### src/rtl/parking_gate_arbiter_if.sv
// Parking gate arbiter bus interface.
// Groups the lane handshakes, space flags and barrier/passage outputs shared between the
// requesting side (master: lane controllers and parking counter) and the arbiter (slave).
//   entry_req / entry_is_uni          entry-lane request and car class
//   exit_req / exit_is_uni            exit-lane request and car class
//   uni_is_vacated_space              a university space is free
//   free_is_vacated_space             a free space is free
//   gate_open                         barrier open command
//   car_entered / is_uni_car_entered  entry-passage pulse and class
//   car_exited / is_uni_car_exited    exit-passage pulse and class
//   entry_ack / exit_ack              one-cycle service-complete pulses
//   entry_denied                      one-cycle entry refusal pulse
//   busy                              arbiter not idle
interface parking_gate_arbiter_if;
   logic entry_req;
   logic entry_is_uni;
   logic exit_req;
   logic exit_is_uni;
   logic uni_is_vacated_space;
   logic free_is_vacated_space;
   logic gate_open;
   logic car_entered;
   logic is_uni_car_entered;
   logic car_exited;
   logic is_uni_car_exited;
   logic entry_ack;
   logic exit_ack;
   logic entry_denied;
   logic busy;

   modport master (
      output entry_req,
      output entry_is_uni,
      output exit_req,
      output exit_is_uni,
      output uni_is_vacated_space,
      output free_is_vacated_space,
      input  gate_open,
      input  car_entered,
      input  is_uni_car_entered,
      input  car_exited,
      input  is_uni_car_exited,
      input  entry_ack,
      input  exit_ack,
      input  entry_denied,
      input  busy
   );

   modport slave (
      input  entry_req,
      input  entry_is_uni,
      input  exit_req,
      input  exit_is_uni,
      input  uni_is_vacated_space,
      input  free_is_vacated_space,
      output gate_open,
      output car_entered,
      output is_uni_car_entered,
      output car_exited,
      output is_uni_car_exited,
      output entry_ack,
      output exit_ack,
      output entry_denied,
      output busy
   );
endinterface

### src/rtl/parking_gate_arbiter.sv
// Parking gate arbiter.
// Shares one barrier between an entry lane and an exit lane. Each service opens the gate for
// OPEN_CYCLES, emits a PULSE_CYCLES passage pulse, closes with a one-cycle ack and then settles
// for one cycle. Entries for a class with no free space are refused without opening the gate.
// Ports:
//   clock  system clock, rising edge
//   reset  asynchronous active-high reset
//   bus    parking_gate_arbiter_if.slave (requests, space flags, gate/passage/ack outputs)
module parking_gate_arbiter #(
   parameter int unsigned OPEN_CYCLES  = 8,
   parameter int unsigned PULSE_CYCLES = 2
) (
   input logic                   clock,
   input logic                   reset,
   parking_gate_arbiter_if.slave bus
);

   localparam int unsigned MaxCycles = (OPEN_CYCLES > PULSE_CYCLES) ? OPEN_CYCLES : PULSE_CYCLES;
   localparam int unsigned TimerW    = (MaxCycles > 1) ? $clog2(MaxCycles) : 1;
   localparam logic [TimerW-1:0] OpenLoad  = TimerW'(OPEN_CYCLES - 1);
   localparam logic [TimerW-1:0] PulseLoad = TimerW'(PULSE_CYCLES - 1);

   typedef enum logic [2:0] {StIdle, StOpen, StPulse, StClose, StSettle} state_e;

   // Lane encoding for lane_q / prio_q: 0 = entry, 1 = exit.
   state_e             state_q, state_d;
   logic [TimerW-1:0]  timer_q, timer_d;
   logic               lane_q, lane_d;
   logic               uni_q, uni_d;
   logic               served_q, served_d;  // 0 while settling after a denial
   logic               prio_q, prio_d;

   logic               sel_exit;
   logic               has_space;

   // State register
   always_ff @(posedge clock or posedge reset) begin
      if (reset) begin
         state_q  <= StIdle;
         timer_q  <= '0;
         lane_q   <= 1'b0;
         uni_q    <= 1'b0;
         served_q <= 1'b0;
         prio_q   <= 1'b0;  // last served = entry, so exit wins the first tie
      end else begin
         state_q  <= state_d;
         timer_q  <= timer_d;
         lane_q   <= lane_d;
         uni_q    <= uni_d;
         served_q <= served_d;
         prio_q   <= prio_d;
      end
   end

   // Next-state logic
   always_comb begin
      state_d   = state_q;
      timer_d   = timer_q;
      lane_d    = lane_q;
      uni_d     = uni_q;
      served_d  = served_q;
      prio_d    = prio_q;
      sel_exit  = bus.exit_req && (!bus.entry_req || !prio_q);
      has_space = bus.entry_is_uni ? bus.uni_is_vacated_space : bus.free_is_vacated_space;

      case (state_q)
         StIdle: begin
            if (bus.entry_req || bus.exit_req) begin
               lane_d = sel_exit;
               prio_d = sel_exit;
               uni_d  = sel_exit ? bus.exit_is_uni : bus.entry_is_uni;
               if (sel_exit || has_space) begin
                  served_d = 1'b1;
                  state_d  = StOpen;
                  timer_d  = OpenLoad;
               end else begin
                  served_d = 1'b0;
                  state_d  = StSettle;
                  timer_d  = '0;
               end
            end
         end
         StOpen: begin
            if (timer_q == '0) begin
               state_d = StPulse;
               timer_d = PulseLoad;
            end else begin
               timer_d = timer_q - TimerW'(1);
            end
         end
         StPulse: begin
            if (timer_q == '0) begin
               state_d = StClose;
               timer_d = '0;
            end else begin
               timer_d = timer_q - TimerW'(1);
            end
         end
         StClose: begin
            state_d = StSettle;
            timer_d = '0;
         end
         StSettle: begin
            state_d = StIdle;
            timer_d = '0;
         end
         default: begin
            state_d = StIdle;
            timer_d = '0;
         end
      endcase
   end

   logic gate_open_c, car_entered_c, car_exited_c, entry_ack_c, exit_ack_c;
   logic entry_denied_c, busy_c, uni_entered_c, uni_exited_c;

   // Output logic (Moore, so every output is 0 while reset holds the FSM in idle)
   always_comb begin
      gate_open_c    = 1'b0;
      car_entered_c  = 1'b0;
      car_exited_c   = 1'b0;
      entry_ack_c    = 1'b0;
      exit_ack_c     = 1'b0;
      entry_denied_c = 1'b0;
      busy_c         = (state_q != StIdle);
      uni_entered_c  = busy_c && served_q && !lane_q && uni_q;
      uni_exited_c   = busy_c && served_q && lane_q && uni_q;

      case (state_q)
         StOpen: gate_open_c = 1'b1;
         StPulse: begin
            gate_open_c   = 1'b1;
            car_entered_c = !lane_q;
            car_exited_c  = lane_q;
         end
         StClose: begin
            gate_open_c = 1'b1;
            entry_ack_c = !lane_q;
            exit_ack_c  = lane_q;
         end
         StSettle: entry_denied_c = !served_q;
         default: ;
      endcase
   end

   assign bus.gate_open          = gate_open_c;
   assign bus.car_entered        = car_entered_c;
   assign bus.car_exited         = car_exited_c;
   assign bus.is_uni_car_entered = uni_entered_c;
   assign bus.is_uni_car_exited  = uni_exited_c;
   assign bus.entry_ack          = entry_ack_c;
   assign bus.exit_ack           = exit_ack_c;
   assign bus.entry_denied       = entry_denied_c;
   assign bus.busy               = busy_c;

endmodule

### src/flat_wrapper.sv
// flat-port wrapper written by rule: the top's interface ports become plain ports
module parking_gate_arbiter_flat 
#(
   parameter int unsigned OPEN_CYCLES  = 8,
   parameter int unsigned PULSE_CYCLES = 2
)
  (clock, reset, bus_entry_req, bus_entry_is_uni, bus_exit_req, bus_exit_is_uni, bus_uni_is_vacated_space, bus_free_is_vacated_space, bus_gate_open, bus_car_entered, bus_is_uni_car_entered, bus_car_exited, bus_is_uni_car_exited, bus_entry_ack, bus_exit_ack, bus_entry_denied, bus_busy);
  parking_gate_arbiter_if bus_i ();
  input logic clock;
  input logic reset;
  input wire logic [$bits(bus_i.entry_req)-1:0] bus_entry_req;
  input wire logic [$bits(bus_i.entry_is_uni)-1:0] bus_entry_is_uni;
  input wire logic [$bits(bus_i.exit_req)-1:0] bus_exit_req;
  input wire logic [$bits(bus_i.exit_is_uni)-1:0] bus_exit_is_uni;
  input wire logic [$bits(bus_i.uni_is_vacated_space)-1:0] bus_uni_is_vacated_space;
  input wire logic [$bits(bus_i.free_is_vacated_space)-1:0] bus_free_is_vacated_space;
  output wire logic [$bits(bus_i.gate_open)-1:0] bus_gate_open;
  output wire logic [$bits(bus_i.car_entered)-1:0] bus_car_entered;
  output wire logic [$bits(bus_i.is_uni_car_entered)-1:0] bus_is_uni_car_entered;
  output wire logic [$bits(bus_i.car_exited)-1:0] bus_car_exited;
  output wire logic [$bits(bus_i.is_uni_car_exited)-1:0] bus_is_uni_car_exited;
  output wire logic [$bits(bus_i.entry_ack)-1:0] bus_entry_ack;
  output wire logic [$bits(bus_i.exit_ack)-1:0] bus_exit_ack;
  output wire logic [$bits(bus_i.entry_denied)-1:0] bus_entry_denied;
  output wire logic [$bits(bus_i.busy)-1:0] bus_busy;
  assign bus_i.entry_req = bus_entry_req;
  assign bus_i.entry_is_uni = bus_entry_is_uni;
  assign bus_i.exit_req = bus_exit_req;
  assign bus_i.exit_is_uni = bus_exit_is_uni;
  assign bus_i.uni_is_vacated_space = bus_uni_is_vacated_space;
  assign bus_i.free_is_vacated_space = bus_free_is_vacated_space;
  assign bus_gate_open = bus_i.gate_open;
  assign bus_car_entered = bus_i.car_entered;
  assign bus_is_uni_car_entered = bus_i.is_uni_car_entered;
  assign bus_car_exited = bus_i.car_exited;
  assign bus_is_uni_car_exited = bus_i.is_uni_car_exited;
  assign bus_entry_ack = bus_i.entry_ack;
  assign bus_exit_ack = bus_i.exit_ack;
  assign bus_entry_denied = bus_i.entry_denied;
  assign bus_busy = bus_i.busy;
  parking_gate_arbiter #(.OPEN_CYCLES(OPEN_CYCLES), .PULSE_CYCLES(PULSE_CYCLES)) u_core (.clock(clock), .reset(reset), .bus(bus_i));
endmodule
### config.mk
export PLATFORM = sky130hd
export DESIGN_NAME = parking_gate_arbiter_flat
export DESIGN_NICKNAME = d
export VERILOG_FILES = /design/src/rtl/parking_gate_arbiter_if.sv /design/src/rtl/parking_gate_arbiter.sv /design/src/flat_wrapper.sv
export SDC_FILE = /design/constraint.sdc
export NUM_CORES = 1
export LEC_CHECK = 0
export CORE_AREA = 3 3 40 42
export DETAILED_ROUTE_END_ITERATION = 10
export DIE_AREA = 0 0 43 45
export GPL_TIMING_DRIVEN = 0
export PLACE_DENSITY_LB_ADDON = 0.25
export SYNTH_ARGS = -nofsm -noshare
export SYNTH_HDL_FRONTEND = slang
export SYNTH_SLANG_ARGS = --single-unit
export TNS_END_PERCENT = 20
### constraint.sdc
create_clock -name clock -period 2.2 [get_ports clock]
set_input_delay 0.22 -clock clock [delete_from_list [all_inputs] [get_ports clock]]
set_output_delay 0.22 -clock clock [all_outputs]
set_load 0.01 [all_outputs]
==> results.toml, run 1 <==
[cts]
cts_buffers = 3
clkSinkCount = 9
clk_path_buf_depth = 2
cts.clk_slew.worst_paths_ps = 60
clock-root-buffer = "clkbuf_4"
worstSkewPairLatency_ps = 260
cts_tree = "built"
htreeDepth = 1
holdBufCountCts = 0
cts.repair.resized = 0
post_cts_buffers = 0

[drt]
finalWirelength_um = 1350
drt-vias-per-instance = 5.67
dr.pass1.iters = 3
avgRoutedWirePerCell_um = 13.8
ant_nets = 0
vias = 556
drc_errors = 0
drt_iter0_drc = 7

[run]
cap_violations = 0

[pwr]
pwr_density_cell_nw_per_um2 = 1350
seq_power_share_pct = 33.6
p_leak_nw = 0.305
p_total_mw = 1.03
p_int_uw = 597
netSwitchingPower_uw = 437
p_clk_share_pct = 12.1
ir_drop_uv = 617
switching_share_pct = 42.3
pwr-share-comb_pct = 54.4

[timing]
worst_slew_pin_slew_ps = 487
slew_viol_final = 0
period_share_pct = 93.4
setup_viol = 0
period_minus_slack_ps = 2050
skew_ps = 6.29
hold_viol = 0
tns_ps = 0
rsz0062_at_grt = "false"
max_slew_margin_pct = 66.7
fmax_mhz = 487

[worst_setup_path]
r2r_slack_ps = 610
cp_max_fo = 8
end_kind = "output port"
cp-start-kind = "register"
crit_required_ps = 1980
path_class = "reg2out"
arrival_ps = 1830

[placement]
place_area_um2 = 739
dpl.hpwl_um = 1020
gp_congestion = 0.810
io_buffers = 16

[final_layout]
area_delta_synth_final_pct = 36.8
fill_cells = 118
drive_gt1_share_pct = 9.64
final_common_cell = "clkdlybuf4s50_1"
layout.nets = 92
antennaDiodeCount = 0
final_cell_mix = "clkdlybuf4s50_1, nor2_1, dfrtp_1, a21oi_1, nand2b_1"
design_area_um2 = 767

[global_route]
grtUsageTotal_pct = 15.4
grt_max_degree = 11
grt_pass1_vias = 494
antenna_found_initial = 0
grt_overflow_total = 0
grt_pass1_wl_um = 2150

[synth]
syn_avg_cell_area_um2 = 8.90
ys_ff_latch = 9
ys_seq_area_share_pct = 40.2
synth_area_um2 = 561
synth_cell_types = 30
synth_top_area_cell = "dfrtp_1"
ys_top_cells_by_area = "dfrtp_1, nor2_1, nand2b_1"
postSynthCellCount = 63
synth_top_area_share_pct = 40.2
synth_fa_ha_area_share_pct = 0
synth_compound_area_share_pct = 23.7
synth_mux_area_share_pct = 5.58
synth_top_family_by_area = "simple AND/OR/NAND/NOR gates"
yosys_warnings = 0
synthesis.nets = 71
synth-simple-area-share_pct = 26.6
synth_xor_area_share_pct = 0

[min_path]
hold_path_class = "in2async"

[floorplan]
core_um2 = 1280
rows = 13
die_x_um = 43
dieArea_um2 = 1940
start_util_pct = 43.6
die_y_um = 45
pin_count = 17

[run_status]
outcome = "complete, no violations"
==> layout make-up <==
type,count,area (um2),area share [%]
inverters,3,11.3,1.47
repair buffers,16,160,20.9
well taps,15,18.8,2.45
clock buffers,4,26.3,3.43
multi-input cells,48,313,40.8
plain buffers,3,12.5,1.63
flip-flops and latches,9,225,29.4
==> final timing paths <==
path	start	endpoint	depth (start not counted)
min in group clock	u_core.uni_q	u_core.uni_q	2
worst min-delay path	reset	u_core.state_q[2]	2
worst max register to register	u_core.prio_q	u_core.state_q[0]	4
worst max-delay path	u_core.state_q[0]	bus_is_uni_car_entered	5
max in group asynchronous	reset	u_core.timer_q[0]	2
worst min register to register	u_core.uni_q	u_core.uni_q	2
==> synth_stat cells <==
| cell | number |
|---|---|
| nand2b_1 | 5 |
| o21ai_0 | 1 |
| a2111oi_0 | 2 |
| inv_1 | 2 |
| nor3_2 | 1 |
| a31oi_1 | 2 |
| nor2b_1 | 1 |
| clkbuf_1 | 3 |
| or2_0 | 1 |
| o22ai_1 | 1 |
| o22ai_2 | 1 |
| a31o_1 | 1 |
| inv_2 | 1 |
| a41oi_1 | 1 |
| a21boi_1 | 1 |
| nor4b_1 | 1 |
| nor3_4 | 1 |
| nand4_1 | 1 |
| dfrtp_1 | 9 |
| nand3_1 | 1 |
| o21a_1 | 1 |
| mux2_1 | 1 |
| mux2i_1 | 2 |
| nor3_1 | 2 |
| o32ai_1 | 1 |
| nand2_1 | 1 |
| nor3b_1 | 1 |
| a21o_1 | 1 |
| a21oi_1 | 6 |
| nor2_1 | 10 |
==> registers in the layout, indices dropped and copies added, names as in the netlist <==
signal	count
u_core.timer_q	3
u_core.state_q	3
u_core.uni_q	1
u_core.prio_q	1
u_core.served_q	1
==> logic make-up after synthesis <==
logic type / after synthesis
and+or+nand+nor: 26
AOI/OAI and AO/OA: 19
DFF: 9
buffers and inverters: 6
muxes: 3
==> critical path, stage by stage, from the launching register on <==
cell and delay (ps):
dfrtp_1 480, nor3_4 360, inv_2 90, nand3_1 110, nor2_1 50, clkdlybuf4s50_1 490
==> power by group through the flow <==
stage	Combinational, mW	Sequential [mW]	Clock [mW]
finish	0.562	0.347	0.125
global route	0.613	0.355	0.143
CTS	0.564	0.343	0.132
detailed placement	0.561	0.344	0
global placement	0.547	0.338	0
floorplan	0.369	0.320	0
==> per-stage QoR <==
| step | hold WS (ps) | std cells | utilization, % | setup slack, ps |
|---|---|---|---|---|
| after floorplan | 47.9 | 63 | - | 889 |
| after global placement | 506 | 94 | 57.5 | 394 |
| after detailed placement | 500 | 94 | 57.5 | 323 |
| after CTS | 218 | 98 | 59.6 | 52.6 |
| after global routing | 233 | 98 | 59.7 | 46.8 |
| final | 214 | 98 | 59.7 | 146 |
==> layer usage <==
| metal | global-route usage [%] | share of wire [%] | vias to the layer above |
|---|---|---|---|
| met4 | 5.42 | 0.74 | 0 |
| met1 | 18.5 | 45 | 270 |
| met3 | 7.17 | 5.2 | 2 |
| met2 | 24.6 | 49 | 13 |
| met5 | 0 | 0 | - |
| li1 | - | - | 271 |
No activity file was read; power rests on OpenSTA's default activity.
==> inputs of run 2 (changes only) <==
==> constraint.sdc (replaced) <==
create_clock -name clock -period 2.27 [get_ports clock]
set_input_delay 0.227 -clock clock [delete_from_list [all_inputs] [get_ports clock]]
set_output_delay 0.227 -clock clock [all_outputs]
set_load 0.01 [all_outputs]
==> run 2 against run 1 <==
Effect of this change: die area unchanged; sequential cell count unchanged; combinational power shrank 3%; non-clock buffer count stayed put; sequential power is 3% lower; critical path depth down 2; count of clock-buffer cells in the layout stayed put; utilization fell by 0.097 points; register-to-register slack better by 70 ps; critical path type unchanged; critical endpoint is now bus_entry_denied; largest power group unchanged; highest routed layer unchanged.
==> results.toml, run 2 (synthesis results as in run 1) <==
[run_status]
outcome = "complete, no violations"

[worst_setup_path]
end_kind = "output port"
cp-start-kind = "register"
cp_max_fo = 10
crit_required_ps = 2040
cp_slowest_cell = "clkdlybuf4s50_1"
crit_chain = "clkbuf_1 > nor4b_1 > clkdlybuf4s50_1"
max_stage_delay_ps = 590
arrival_ps = 1880
path_class = "reg2out"

[placement]
gp_congestion = 0.810
pre_cts_ws_ps = 386
place_inst = 94
place_area_um2 = 739
dpl.hpwl_um = 1020
io_buffers = 16

[timing]
slew_viol_final = 0
tns_ps = 0
fmax_mhz = 474
period_share_pct = 93.0
setup_viol = 0
hold_viol = 0
max_slew_margin_pct = 66.7
rsz0062_at_grt = "false"
period_minus_slack_ps = 2110
worst_slew_pin_slew_ps = 487
setup_ws_ps = 160
skew_ps = 6.29

[cts]
htreeDepth = 1
cts_buffers = 3
cts_tree = "built"
clk_path_buf_depth = 2
holdBufCountCts = 0
clkSinkCount = 9
clock-root-buffer = "clkbuf_4"
cts.clk_slew.worst_paths_ps = 60
post_cts_buffers = 0
worstSkewPairLatency_ps = 260
cts.repair.resized = 0

[drt]
dr.pass1.iters = 3
vias = 555
finalWirelength_um = 1350
drc_errors = 0
ant_nets = 0
drt-vias-per-instance = 5.66
drt_iter0_drc = 8
avgRoutedWirePerCell_um = 13.8

[global_route]
grt_pass1_wl_um = 2150
antenna_found_initial = 0
grt_overflow_total = 0
grt_util_met3_pct = 7.17
grt.met2_usage_pct = 24.6
busiest_layer = "met2"
grtUsageTotal_pct = 15.4
grt_max_degree = 11
met1_usage_pct = 18.5
grt_pass1_vias = 494

[final_layout]
top_regs = "u_core.state_q x3, u_core.timer_q x3"
fin_cells = 98
final_cell_mix = "clkdlybuf4s50_1, nor2_1, dfrtp_1, a21oi_1, nand2b_1"
antennaDiodeCount = 0
area_delta_synth_final_pct = 36.6
design_area_um2 = 766
drive_gt1_share_pct = 8.43
layout.nets = 92
final_common_cell = "clkdlybuf4s50_1"

[pwr]
p_leak_nw = 0.302
ir_drop_uv = 596
pwr_density_cell_nw_per_um2 = 1310

[min_path]
hold_path_class = "in2async"

[floorplan]
core_um2 = 1280
start_util_pct = 43.6
dieArea_um2 = 1940
die_x_um = 43
die_y_um = 45
rows = 13
pin_count = 17

[run]
cap_violations = 0
run 2: changes by cell type in the layout (fill, tap and decap cells not counted):
cell / before / now
clkbuf_1: 3 / 4
clkbuf_2: 1 / 0
run 2: layer usage:
metal	vias up	part of all wire [%]
li1	271	-
met1	269	45
met2	13	49
met3	2	5.2
met4	0	0.74
met5	-	0
run 2: through the flow:
step | total power [mW] | utilization (%) | hold WS [ps]
2_1_floorplan | 0.668 | - | 54.9
3_3_place_gp | 0.858 | 57.5 | 513
3_5_place_dp | 0.876 | 57.5 | 507
4_1_cts | 1.01 | 59.6 | 225
5_1_grt | 1.08 | 59.6 | 240
6_report | 1.00 | 59.6 | 221
run 2: path summary, 6_finish.rpt:
check / depth (start not counted) / slack, ps / endpoint / from
max: 3 / 160 / bus_entry_denied / u_core.state_q[2]
min: 2 / 220 / u_core.state_q[2] / reset
max reg2reg: 4 / 680 / u_core.state_q[0] / u_core.prio_q
min reg2reg: 2 / 580 / u_core.uni_q / u_core.uni_q
max in group asynchronous: 2 / 1790 / u_core.timer_q[0] / reset
min in group clock: 2 / 580 / u_core.uni_q / u_core.uni_q
run 2: critical path, delay by kind of cell, from the launching register on:
| family | cells | cell delay [ps] |
|---|---|---|
| DFF | 1 | 400 |
| and+or+nand+nor | 1 | 280 |
| buffers and inverters | 2 | 940 |
run 2: final cells by class:
| class | count | area (um2) |
|---|---|---|
| fillers | 119 | 519 |
| multi-input cells | 48 | 313 |
| flip-flops and latches | 9 | 225 |
| repair buffers | 16 | 160 |
| clock buffers | 4 | 26.3 |
| well taps | 15 | 18.8 |
| plain buffers | 3 | 11.3 |
| inverters | 3 | 11.3 |
run 2: power breakdown:
part,switching [mW],internal [mW],total (mW)
clock,0.0533,0.0676,0.121
combinational,0.270,0.273,0.543
sequential,0.101,0.236,0.337
==> inputs of run 3 (changes only) <==
==> constraint.sdc (replaced) <==
create_clock -name clock -period 2.27 [get_ports clock]
set_input_delay 0.227 -clock clock [delete_from_list [all_inputs] [get_ports clock]]
set_output_delay 0.227 -clock clock [all_outputs]
set_load 0.1 [all_outputs]
==> run 3 against run 2 <==
Effect of this change: register-to-register slack improved by 130 ps; sequential share of layout area is 0.24 points higher; first-iteration DRC count is 50% higher; wire length decreased by 2.5%; final area fell by 0.82%; worst setup slack got worse by 130 ps; critical endpoint is now bus_is_uni_car_entered; highest routed layer unchanged.
==> results.toml, run 3 (synthesis results as in run 1) <==
[worst_setup_path]
crit_required_ps = 2040
arrival_ps = 2010
path_class = "reg2out"
cp-endpoint = "bus_is_uni_car_entered"
r2r_slack_ps = 810
end_kind = "output port"
cp-start-kind = "register"
crit_start = "u_core.state_q[1]"
reg2reg_depth = 4
cp_max_fo = 8
rr_startpoint = "u_core.prio_q"
reg2reg_to = "u_core.state_q[0]"

[timing]
tns_ps = 0
period_share_pct = 98.6
fmax_mhz = 447
skew_ps = 9.37
worst_slew_pin_slew_ps = 960
period_minus_slack_ps = 2240
max_slew_margin_pct = 36.3
setup_ws_ps = 32.3
slew_viol_final = 0
setup_viol = 0
rsz0062_at_grt = "true"
hold_viol = 0

[cts]
cts_tree = "built"
clkSinkCount = 9
cts_buffers = 3
post_cts_buffers = 0
cts.repair.resized = 14
clock-root-buffer = "clkbuf_4"
clk_path_buf_depth = 2
worstSkewPairLatency_ps = 260
htreeDepth = 1
holdBufCountCts = 0
cts.clk_slew.worst_paths_ps = 60

[run]
cap_violations = 0

[drt]
vias = 557
drc_errors = 0
avgRoutedWirePerCell_um = 13.5
ant_nets = 0
drt_iter0_drc = 12
dr.pass1.iters = 4
finalWirelength_um = 1320
drt-vias-per-instance = 5.68

[final_layout]
layout.nets = 92
antennaDiodeCount = 0
final_util_pct = 59.1
fin_cells = 98
drive_gt1_share_pct = 16.9
final_common_cell = "nor2_1"
final_cell_mix = "nor2_1, dfrtp_1, clkdlybuf4s50_1, a21oi_1, nand2b_1"
area_delta_synth_final_pct = 35.5
fill_cells = 126
top_regs = "u_core.state_q x3, u_core.timer_q x3"

[placement]
dpl.hpwl_um = 1020
pre_cts_ws_ps = -154
gp_congestion = 0.793
place_inst = 94
io_buffers = 16

[floorplan]
pin_count = 17
rows = 13
dieArea_um2 = 1940
core_um2 = 1280
die_x_um = 43
die_y_um = 45
start_util_pct = 43.6

[global_route]
antenna_found_initial = 0
grt_max_degree = 11
grt_pass1_wl_um = 2210
grt_overflow_total = 0
grtUsageTotal_pct = 15.0
grt_pass1_vias = 515

[min_path]
hold_path_class = "in2async"

[run_status]
outcome = "complete, no violations"
run 3: metal layers:
layer,up-vias,wire (um),track usage [%]
met5,-,0,0
met4,0,7,1.81
met3,2,79,5.98
met2,16,646,24.9
met1,264,585,19.4
li1,275,-,-
run 3: layout make-up:
type	count	area, um2	area share, %
multi-input combinational	48	324	42.7
clock buffer	4	26.3	3.46
tap	15	18.8	2.47
inverter	3	11.3	1.48
timing repair buffer	16	143	18.8
buffer	3	11.3	1.48
sequential	9	225	29.7
run 3: how the worst min path moves through the flow:
stage	to	slack [ps]	cells after the start
floorplan	u_core.prio_q	50	1
global placement	u_core.served_q	510	2
detailed placement	u_core.served_q	510	2
CTS	u_core.timer_q[0]	240	2
global route	u_core.state_q[0]	250	2
finish	u_core.state_q[0]	220	2
run 3: worst max-delay path: stages (launching register included):
cell	delay, ps
dfrtp_1	510
nor3_4	110
inv_2	80
nand3_1	90
nor2_1	90
dlygate4sd2_1	860
run 3: through the flow:
stage	instance area [um2]	hold WS, ps
2_1_floorplan	572	54.9
3_3_place_gp	751	513
3_5_place_dp	751	508
4_1_cts	772	235
5_1_grt	759	253
6_report	759	216
Power of run 3 is not shown: default switching activity piles up to over one toggle a cycle in this logic, so the estimate is an artifact.
